===== src/rtl/mem_arbiter.sv =====
// Two-requester line-burst arbiter: the instruction and data caches share one word-addressed memory port.
// Round-robin on ties. Each burst is followed by one idle GAP cycle so the memory enables always drop between transactions.
module mem_arbiter #(
  parameter int BURST_LEN = 4,
  parameter int BW        = $clog2(BURST_LEN)
) (
  input  logic          CLK,
  input  logic          RST,
  input  logic          IC_REQ,
  input  logic [31:0]   IC_ADDR,
  output logic          IC_VALID,
  output logic [31:0]   IC_DATA,
  output logic [BW-1:0] IC_BEAT,
  output logic          IC_DONE,
  input  logic          DC_REQ,
  input  logic          DC_WE,
  input  logic [31:0]   DC_ADDR,
  input  logic [31:0]   DC_WDATA,
  output logic          DC_VALID,
  output logic [31:0]   DC_DATA,
  output logic [BW-1:0] DC_BEAT,
  output logic          DC_DONE,
  output logic          MEM_RE,
  output logic          MEM_WE,
  output logic [31:0]   MEM_ADDR,
  output logic [31:0]   MEM_DIN,
  input  logic          MEM_VALID,
  input  logic [31:0]   MEM_DOUT
);

  localparam logic [1:0] IDLE    = 2'd0;
  localparam logic [1:0] IC_XFER = 2'd1;
  localparam logic [1:0] DC_XFER = 2'd2;
  localparam logic [1:0] GAP     = 2'd3;

  localparam logic [BW-1:0] LAST_BEAT = BW'(BURST_LEN - 1);
  localparam logic [31:0]   LINE_MASK = ~((32'd1 << BW) - 32'd1);

  logic [1:0]    state;
  logic [BW-1:0] beat;
  logic [31:0]   base;
  logic          we_l;
  logic          last_dc;

  logic ic_own;
  logic dc_own;
  logic xfer;
  logic last_beat;
  logic grant_dc;
  logic grant_ic;

  assign ic_own    = (state == IC_XFER);
  assign dc_own    = (state == DC_XFER);
  assign xfer      = ic_own || dc_own;
  assign last_beat = xfer && MEM_VALID && (beat == LAST_BEAT);

  // On a tie the requester that did not win last time takes the port.
  assign grant_dc = DC_REQ && (!IC_REQ || !last_dc);
  assign grant_ic = IC_REQ && (!DC_REQ ||  last_dc);

  always_ff @(posedge CLK) begin
    if (RST) begin
      state   <= IDLE;
      beat    <= '0;
      base    <= '0;
      we_l    <= 1'b0;
      last_dc <= 1'b0;
    end else begin
      case (state)
        IDLE: begin
          if (grant_dc) begin
            state   <= DC_XFER;
            base    <= DC_ADDR & LINE_MASK;
            we_l    <= DC_WE;
            beat    <= '0;
            last_dc <= 1'b1;
          end else if (grant_ic) begin
            state   <= IC_XFER;
            base    <= IC_ADDR & LINE_MASK;
            we_l    <= 1'b0;
            beat    <= '0;
            last_dc <= 1'b0;
          end
        end
        IC_XFER, DC_XFER: begin
          // The last beat leaves the transfer state, so the counter never wraps inside a burst.
          if (last_beat) begin
            state <= GAP;
            beat  <= '0;
          end else if (MEM_VALID) begin
            beat <= beat + 1'b1;
          end
        end
        GAP:     state <= IDLE;
        default: state <= IDLE;
      endcase
    end
  end

  // Enables depend on registered state only, so requester activity cannot glitch them.
  assign MEM_RE   = ic_own || (dc_own && !we_l);
  assign MEM_WE   = dc_own && we_l;
  assign MEM_ADDR = xfer ? (base | {{(32-BW){1'b0}}, beat}) : 32'd0;
  assign MEM_DIN  = (dc_own && we_l) ? DC_WDATA : 32'd0;

  assign IC_VALID = ic_own && MEM_VALID;
  assign IC_DATA  = ic_own ? MEM_DOUT : 32'd0;
  assign IC_BEAT  = ic_own ? beat : '0;
  assign IC_DONE  = ic_own && last_beat;

  assign DC_VALID = dc_own && MEM_VALID;
  assign DC_DATA  = dc_own ? MEM_DOUT : 32'd0;
  assign DC_BEAT  = dc_own ? beat : '0;
  assign DC_DONE  = dc_own && last_beat;

endmodule


===== config.mk =====
export PLATFORM = sky130hd
export DESIGN_NAME = mem_arbiter
export DESIGN_NICKNAME = d
export VERILOG_FILES = /design/src/rtl/mem_arbiter.sv
export SDC_FILE = /design/constraint.sdc
export NUM_CORES = 1
export LEC_CHECK = 0
export CORE_AREA = 3 3 105 107
export CTS_CLUSTER_SIZE = 24
export DETAILED_ROUTE_END_ITERATION = 10
export DIE_AREA = 0 0 108 110
export GPL_TIMING_DRIVEN = 0
export HOLD_SLACK_MARGIN = 0.05
export PLACE_DENSITY = 0.75
export SLEW_MARGIN = 40
export SYNTH_ARGS = -nofsm -noshare
export SYNTH_HDL_FRONTEND = slang
export SYNTH_SLANG_ARGS = --single-unit

===== constraint.sdc =====
create_clock -name CLK -period 2 [get_ports CLK]
set_clock_uncertainty 0.2 [all_clocks]
set_input_delay 0.4 -clock CLK [delete_from_list [all_inputs] [get_ports CLK]]
set_output_delay 0.4 -clock CLK [all_outputs]
set_load 0.02 [all_outputs]

==> results of run 1 <==
==> final timing paths <==
path	cells past startpoint	slack (ns)	end	start
worst min register to register	2	0.34	base[9]	base[9]
worst max register to register	10	-0.12	state[0]	state[0]
worst min-delay path	2	0.19	last_dc	IC_REQ
worst max-delay path	6	-0.25	DC_DONE	state[0]
==> sequential cells by signal (all words and copies together), names as in the netlist <==
signal / flops
base: 30
beat: 2
state: 2
last_dc: 1
we_l: 1
==> cell type report <==
class                      count  share of cell area (%)
timing repair buffer         303                   47.97
multi-input combinational    290                   31.71
sequential                    36                   11.12
buffer                        32                   4.850
tap                          136                   2.607
clock buffer                   5                   1.054
inverter                       4                  0.3259
clock inverter                 3                  0.2876
antenna                        2                 0.07669
==> critical path, delay by kind of cell, from the launching register on <==
kind | cells | cell delay, ns
buffers and inverters | 3 | 0.41
flip-flops | 1 | 0.36
AND/OR/NAND/NOR | 2 | 0.35
adder cells (fa/ha/maj) | 1 | 0.25
==> cells by family (layout without fill, tap and decap cells) <==
kind of cell | after synthesis | in the layout
flops | 36 | 36
fa+ha+maj | 6 | 6
other cells | 0 | 2
simple gates | 175 | 175
buf+inv | 37 | 347
mux | 1 | 1
compound gates | 108 | 108
==> cell usage in the layout, fill, tap and decap left out, drive strengths merged, types with 4 or more instances in the layout <==
cell type / n
dfxtp: 36
clkdlybuf4s50: 128
ha: 6
clkbuf: 30
and2: 103
nor2: 4
o21ai: 32
and3: 33
nand2: 31
buf: 182
a21oi: 62
==> per-stage QoR <==
| stage | worst slack [ns] | hold slack, ns |
|---|---|---|
| CTS | -0.2557 | 0.1815 |
| finish | -0.2542 | 0.1889 |
| detailed placement | -0.9486 | 0.3178 |
| floorplan | 0.02081 | 0.2646 |
| global placement | -0.9358 | 0.3038 |
| global route | -0.3240 | 0.1917 |
==> what timing repair did <==
action | 4_1_cts | 5_1_grt
setup endpoints to repair | 138 | 137
resized for setup | 759 | 224
gates cloned | 4 | 9
pin swaps | 38 | 13
hold buffers | 0 | 0
setup buffers | 9 | 15
==> routing by layer <==
layer  up-vias  wire, um  part of all wire [%]
li1       1851         -                     -
met1      1789      5321                    35
met2       180      8127                    54
met3        31      1222                   8.1
met4         0       488                   3.2
met5         -         0                     0
==> power breakdown <==
part           switching, mW  internal (mW)
registers              0.153          0.962
logic                   2.92           3.58
clock network          0.276          0.243
total                   3.35           4.78
==> impl_metrics.py, run 1 <==
metrics = {
    "critical_path": {
        "max_stage_delay_ns": 0.36,
        "arrival_ns": 1.65,
        "cp-start-kind": "flop",
        "cp_slowest_cell": "dfxtp_4",
        "cp-end-kind": "output port",
        "cp.required_ns": 1.40,
        "worst-setup-path-type": "flop to output port",
        "crit_chain": "clkinvlp_4, ha_4, buf_4, and2_1, and3_1, buf_6",
        "cp_max_fo": 9,
    },
    "clock_network": {
        "cts_tree": "yes",
        "clock_path_buffers": 2,
        "clock_sinks": 36,
        "worstSkewPairLatency_ns": 0.28,
        "cts_inserted_buffers": 5,
        "clk_pin_slew_ns": 0.07,
        "root_buffer": "clkbuf_8",
        "htreeDepth": 2,
    },
    "synth": {
        "synth_common_cells": "103 x and2_1, 62 x a21oi_1, 36 x dfxtp_1, 33 x and3_1",
        "synth_compound_area_share_pct": 23.34,
        "synth_top_area_share_pct": 27.77,
        "synthFlopType": "dfxtp_1",
        "synth_area_per_cell_um2": 7.149,
        "syn-num-nets": 503,
        "syn_inst": 363,
        "synthArstFlopShare_pct": 0,
        "muxShareOfSynthArea_pct": 0.3857,
        "synth_edf_count": 0,
        "ys_warn_count": 0,
        "yosysMostFrequentCell": "and2_1",
        "yosys.area_share.adder_pct": 2.893,
        "yosys.area_share.simple_pct": 39.10,
        "synth.cell_area_um2": 2595,
        "yosys-top-cells-area": "dfxtp_1 28%, and2_1 25%, a21oi_1 12%",
        "ys_ff_latch": 36,
        "synth.distinct_cells": 30,
        "synth_top_family_by_area": "simple AND/OR/NAND/NOR gates",
        "synthXorXnorAreaFrac_pct": 0,
        "synth_top_area_cell": "dfxtp_1",
        "synth_seq_area_share_pct": 27.77,
    },
    "detailed_routing": {
        "firstDrtPassIters": 4,
        "ant_nets": 0,
        "wirelength_um": 15160,
        "via_count": 3851,
        "post-route-drc-count": 0,
        "post_drt_wl_per_cell_um": 18.69,
        "routed_via_density": 4.748,
        "drt_first_iter_violations": 261,
    },
    "floorplan": {
        "die-area_um2": 11880,
        "die_h_um": 110,
        "row_count": 37,
        "start_util_pct": 25.36,
        "top_level_ports": 272,
        "die_x_um": 108,
        "core_um2": 10230,
    },
    "layout": {
        "ff_latch_area_um2": 725.7,
        "utilization_pct": 63.79,
        "layout.cells.non_filler": 811,
        "nFillCells": 844,
        "area_growth_pct": 151.5,
        "finalInstanceArea_um2": 6526,
        "finalNetCount": 812,
        "multi_input_area_um2": 2069,
        "drive_gt1_share_pct": 48.14,
    },
    "sta": {
        "slew_headroom_pct": 67.54,
        "finalMaxSlewViolations": 0,
        "fmaxAchievable_mhz": 443.6,
        "tightestPinTransition_ns": 0.4869,
        "fin_crit_ns": 2.254,
        "rsz0062_at_grt": "yes",
        "setup_viol": 139,
        "layout_setup_ws_ns": -0.2542,
        "fin_crit_sh_pct": 112.7,
        "hold_violations": 0,
        "tns_ns": -24.35,
    },
    "pwr": {
        "power.density_nw_per_um2": 1246,
        "peakVddDrop_mv": 0.6609,
        "p_leak_nw": 2.999,
        "p_total_mw": 8.131,
    },
    "global_route": {
        "grt_use_met1_pct": 23.33,
        "grt_use_met2_pct": 41.70,
        "grt_pass1_vias": 3675,
        "antenna_found_initial": 2,
        "met3_usage_pct": 5.591,
        "gr-total-overflow": 0,
        "busiest_layer": "met2",
        "grt_pass1_wl_um": 20180,
        "grtUsageTotal_pct": 21.75,
        "grt_max_degree": 13,
    },
    "hold_path": {
        "min_path_type": "input pin to flop",
    },
    "job": {
        "cap_violations": 0,
    },
    "placed_design": {
        "dp.cells": 765,
        "io_buffers": 266,
        "gp_congestion": 0.8571,
        "hpwl_um": 11170,
        "dpl_cell_area_um2": 5465,
    },
    "outcome": {
        "violations": "setup timing",
        "status": "finished, violations left",
    },
}
No activity file was read; power rests on OpenSTA's default activity.
==> run 2, diff against run 1 <==
--- a/config.mk
+++ b/config.mk
@@ -5,13 +5,13 @@
 export SDC_FILE = /design/constraint.sdc
 export NUM_CORES = 1
 export LEC_CHECK = 0
-export CORE_AREA = 3 3 105 107
+export CORE_AREA = 2 2 105 107
 export CTS_CLUSTER_SIZE = 24
 export DETAILED_ROUTE_END_ITERATION = 10
-export DIE_AREA = 0 0 108 110
+export DIE_AREA = 0 0 107 109
 export GPL_TIMING_DRIVEN = 0
 export HOLD_SLACK_MARGIN = 0.05
-export PLACE_DENSITY = 0.75
+export PLACE_DENSITY = 0.74
 export SLEW_MARGIN = 40
 export SYNTH_ARGS = -nofsm -noshare
 export SYNTH_HDL_FRONTEND = slang
==> constraint.sdc (replaced) <==
create_clock -name CLK -period 2.8 [get_ports CLK]
set_clock_uncertainty 0.2 [all_clocks]
set_input_delay 0.56 -clock CLK [delete_from_list [all_inputs] [get_ports CLK]]
set_output_delay 0.56 -clock CLK [all_outputs]
set_load 0.02 [all_outputs]
==> run 2 against run 1 <==
The run now ends clean. First-iteration DRC count fell by 35%. Critical path depth fell by 2. Worst hold slack gained 0.15 ns. Sequential cell count unchanged. Clock-buffer cell count rose by 1. Highest routed layer unchanged.
==> impl_metrics.py, run 2 (synthesis results as in run 1) <==
metrics = {
    "sta": {
        "slew_headroom_pct": 67.40,
        "fmaxAchievable_mhz": 367.7,
        "fin_crit_sh_pct": 97.14,
        "finalMaxSlewViolations": 0,
        "fin_crit_ns": 2.720,
        "hold_violations": 0,
        "setup_viol": 0,
        "tns_ns": 0,
        "holdWs_ns": 0.3373,
        "tightestPinTransition_ns": 0.4891,
    },
    "clock_network": {
        "post_cts_buffers": 0,
        "worstSkewPairLatency_ns": 0.28,
        "htreeDepth": 2,
        "clock_path_buffers": 2,
        "cts_inserted_buffers": 5,
        "root_buffer": "clkbuf_8",
        "clk_pin_slew_ns": 0.07,
        "clock_sinks": 36,
        "cts_tree": "yes",
    },
    "global_route": {
        "grtUsageTotal_pct": 21.42,
        "gr-total-overflow": 0,
        "grt_max_degree": 13,
        "grt_pass1_wl_um": 19480,
        "grt_pass1_vias": 3574,
        "antenna_found_initial": 2,
    },
    "outcome": {
        "status": "complete, no violations",
    },
    "critical_path": {
        "cp_slowest_cell": "clkdlybuf4s50_1",
        "cp_top_family": "buffers and inverters",
        "cp.required_ns": 2.04,
        "max_stage_delay_ns": 0.61,
        "crit_chain": "inv_2, ha_4, and4_1, clkdlybuf4s50_1",
        "cp-end-kind": "output port",
        "cp-start-kind": "flop",
        "cp_max_fo": 12,
        "path_buf_inv": 2,
        "arrival_ns": 1.96,
        "worst-setup-path-type": "flop to output port",
    },
    "layout": {
        "finalNetCount": 775,
        "area_growth_pct": 114.9,
        "final_common_cell": "clkdlybuf4s50_1",
        "drive_gt1_share_pct": 5.669,
        "largest_register_ffs": 30,
        "largest-register": "base",
        "nFillCells": 1026,
        "layout_common_cells": "176 x clkdlybuf4s50_1, 103 x and2_1, 62 x a21oi_1",
        "reg.largest.list": "base (30), beat (2), state (2)",
    },
    "detailed_routing": {
        "wirelength_um": 13080,
        "firstDrtPassIters": 6,
        "routed_via_density": 4.665,
        "via_count": 3625,
        "ant_nets": 0,
        "post_drt_wl_per_cell_um": 16.83,
        "drt_first_iter_violations": 169,
        "post-route-drc-count": 0,
    },
    "pwr": {
        "power.density_nw_per_um2": 720.8,
        "peakVddDrop_mv": 0.3237,
        "p_total_mw": 4.020,
        "p_leak_nw": 3.088,
    },
    "floorplan": {
        "core_um2": 10600,
        "die_h_um": 109,
        "die_x_um": 107,
        "start_util_pct": 24.47,
        "top_level_ports": 272,
        "die-area_um2": 11660,
        "row_count": 38,
    },
    "placed_design": {
        "hpwl_um": 10640,
        "io_buffers": 266,
        "gp_congestion": 0.9232,
    },
    "job": {
        "cap_violations": 0,
    },
    "hold_path": {
        "min_path_type": "flop to flop",
    },
}
## run 2: through the flow
step           util (%)  area, um2  setup slack [ns]  instances
2_1_floorplan         -       2595            0.6268        363
3_3_place_gp      51.24       5433           -0.2781        769
3_5_place_dp      51.24       5433           -0.3011        769
4_1_cts           51.78       5490         0.0003384        775
5_1_grt           52.60       5577          -0.01537        777
6_report          52.60       5577           0.08005        777
## run 2: path summary, 6_finish.rpt
path	end	cells after the start	start	slack, ns
min reg2reg	state[0]	2	state[0]	0.34
min	state[0]	2	state[0]	0.34
max reg2reg	beat[0]	5	state[1]	0.91
max	IC_DONE	4	state[1]	0.08
## run 2: per-layer routing
layer	GRT usage (%)	vias to the layer above	share of wire, %	wire length (um)
li1	-	1770	-	-
met4	7.607	0	2.4	318
met3	6.336	18	9.1	1195
met5	0	-	0	0
met2	37.44	183	49	6369
met1	24.94	1654	40	5194
## run 2: cell type report
class,instances,area [um2],share of cell area (%)
Timing Repair Buffer,266,2670,47.88
Multi-Input combinational cell,290,1743,31.25
Sequential cell,36,721.9,12.95
Tap cell,140,175.2,3.141
Buffer,32,168.9,3.029
Clock buffer,6,72.57,1.301
Inverter,4,15.01,0.2692
Clock inverter,1,5.005,0.08975
Antenna cell,2,5.005,0.08975
## run 2: report_power, final
part / switching [mW] / internal [mW] / total (mW)
Combinational: 1.62 / 1.26 / 2.88
Clock: 0.186 / 0.169 / 0.355
Sequential: 0.0969 / 0.683 / 0.780
Total: 1.91 / 2.11 / 4.02
## run 2: worst register-to-register path, cell delays in order (launching register included)
cell,delay [ns]
dfxtp_1,0.42
inv_2,0.11
ha_4,0.35
a21boi_1,0.37
nand2_1,0.11
o41ai_1,0.24
## run 2: repair_timing
| item | CTS | global route |
|---|---|---|
| endpoints found under the setup margin | 131 | 85 |
| endpoints found under the hold margin | 0 | 0 |
| hold buffers | 0 | 0 |
| resized for setup | 79 | 34 |
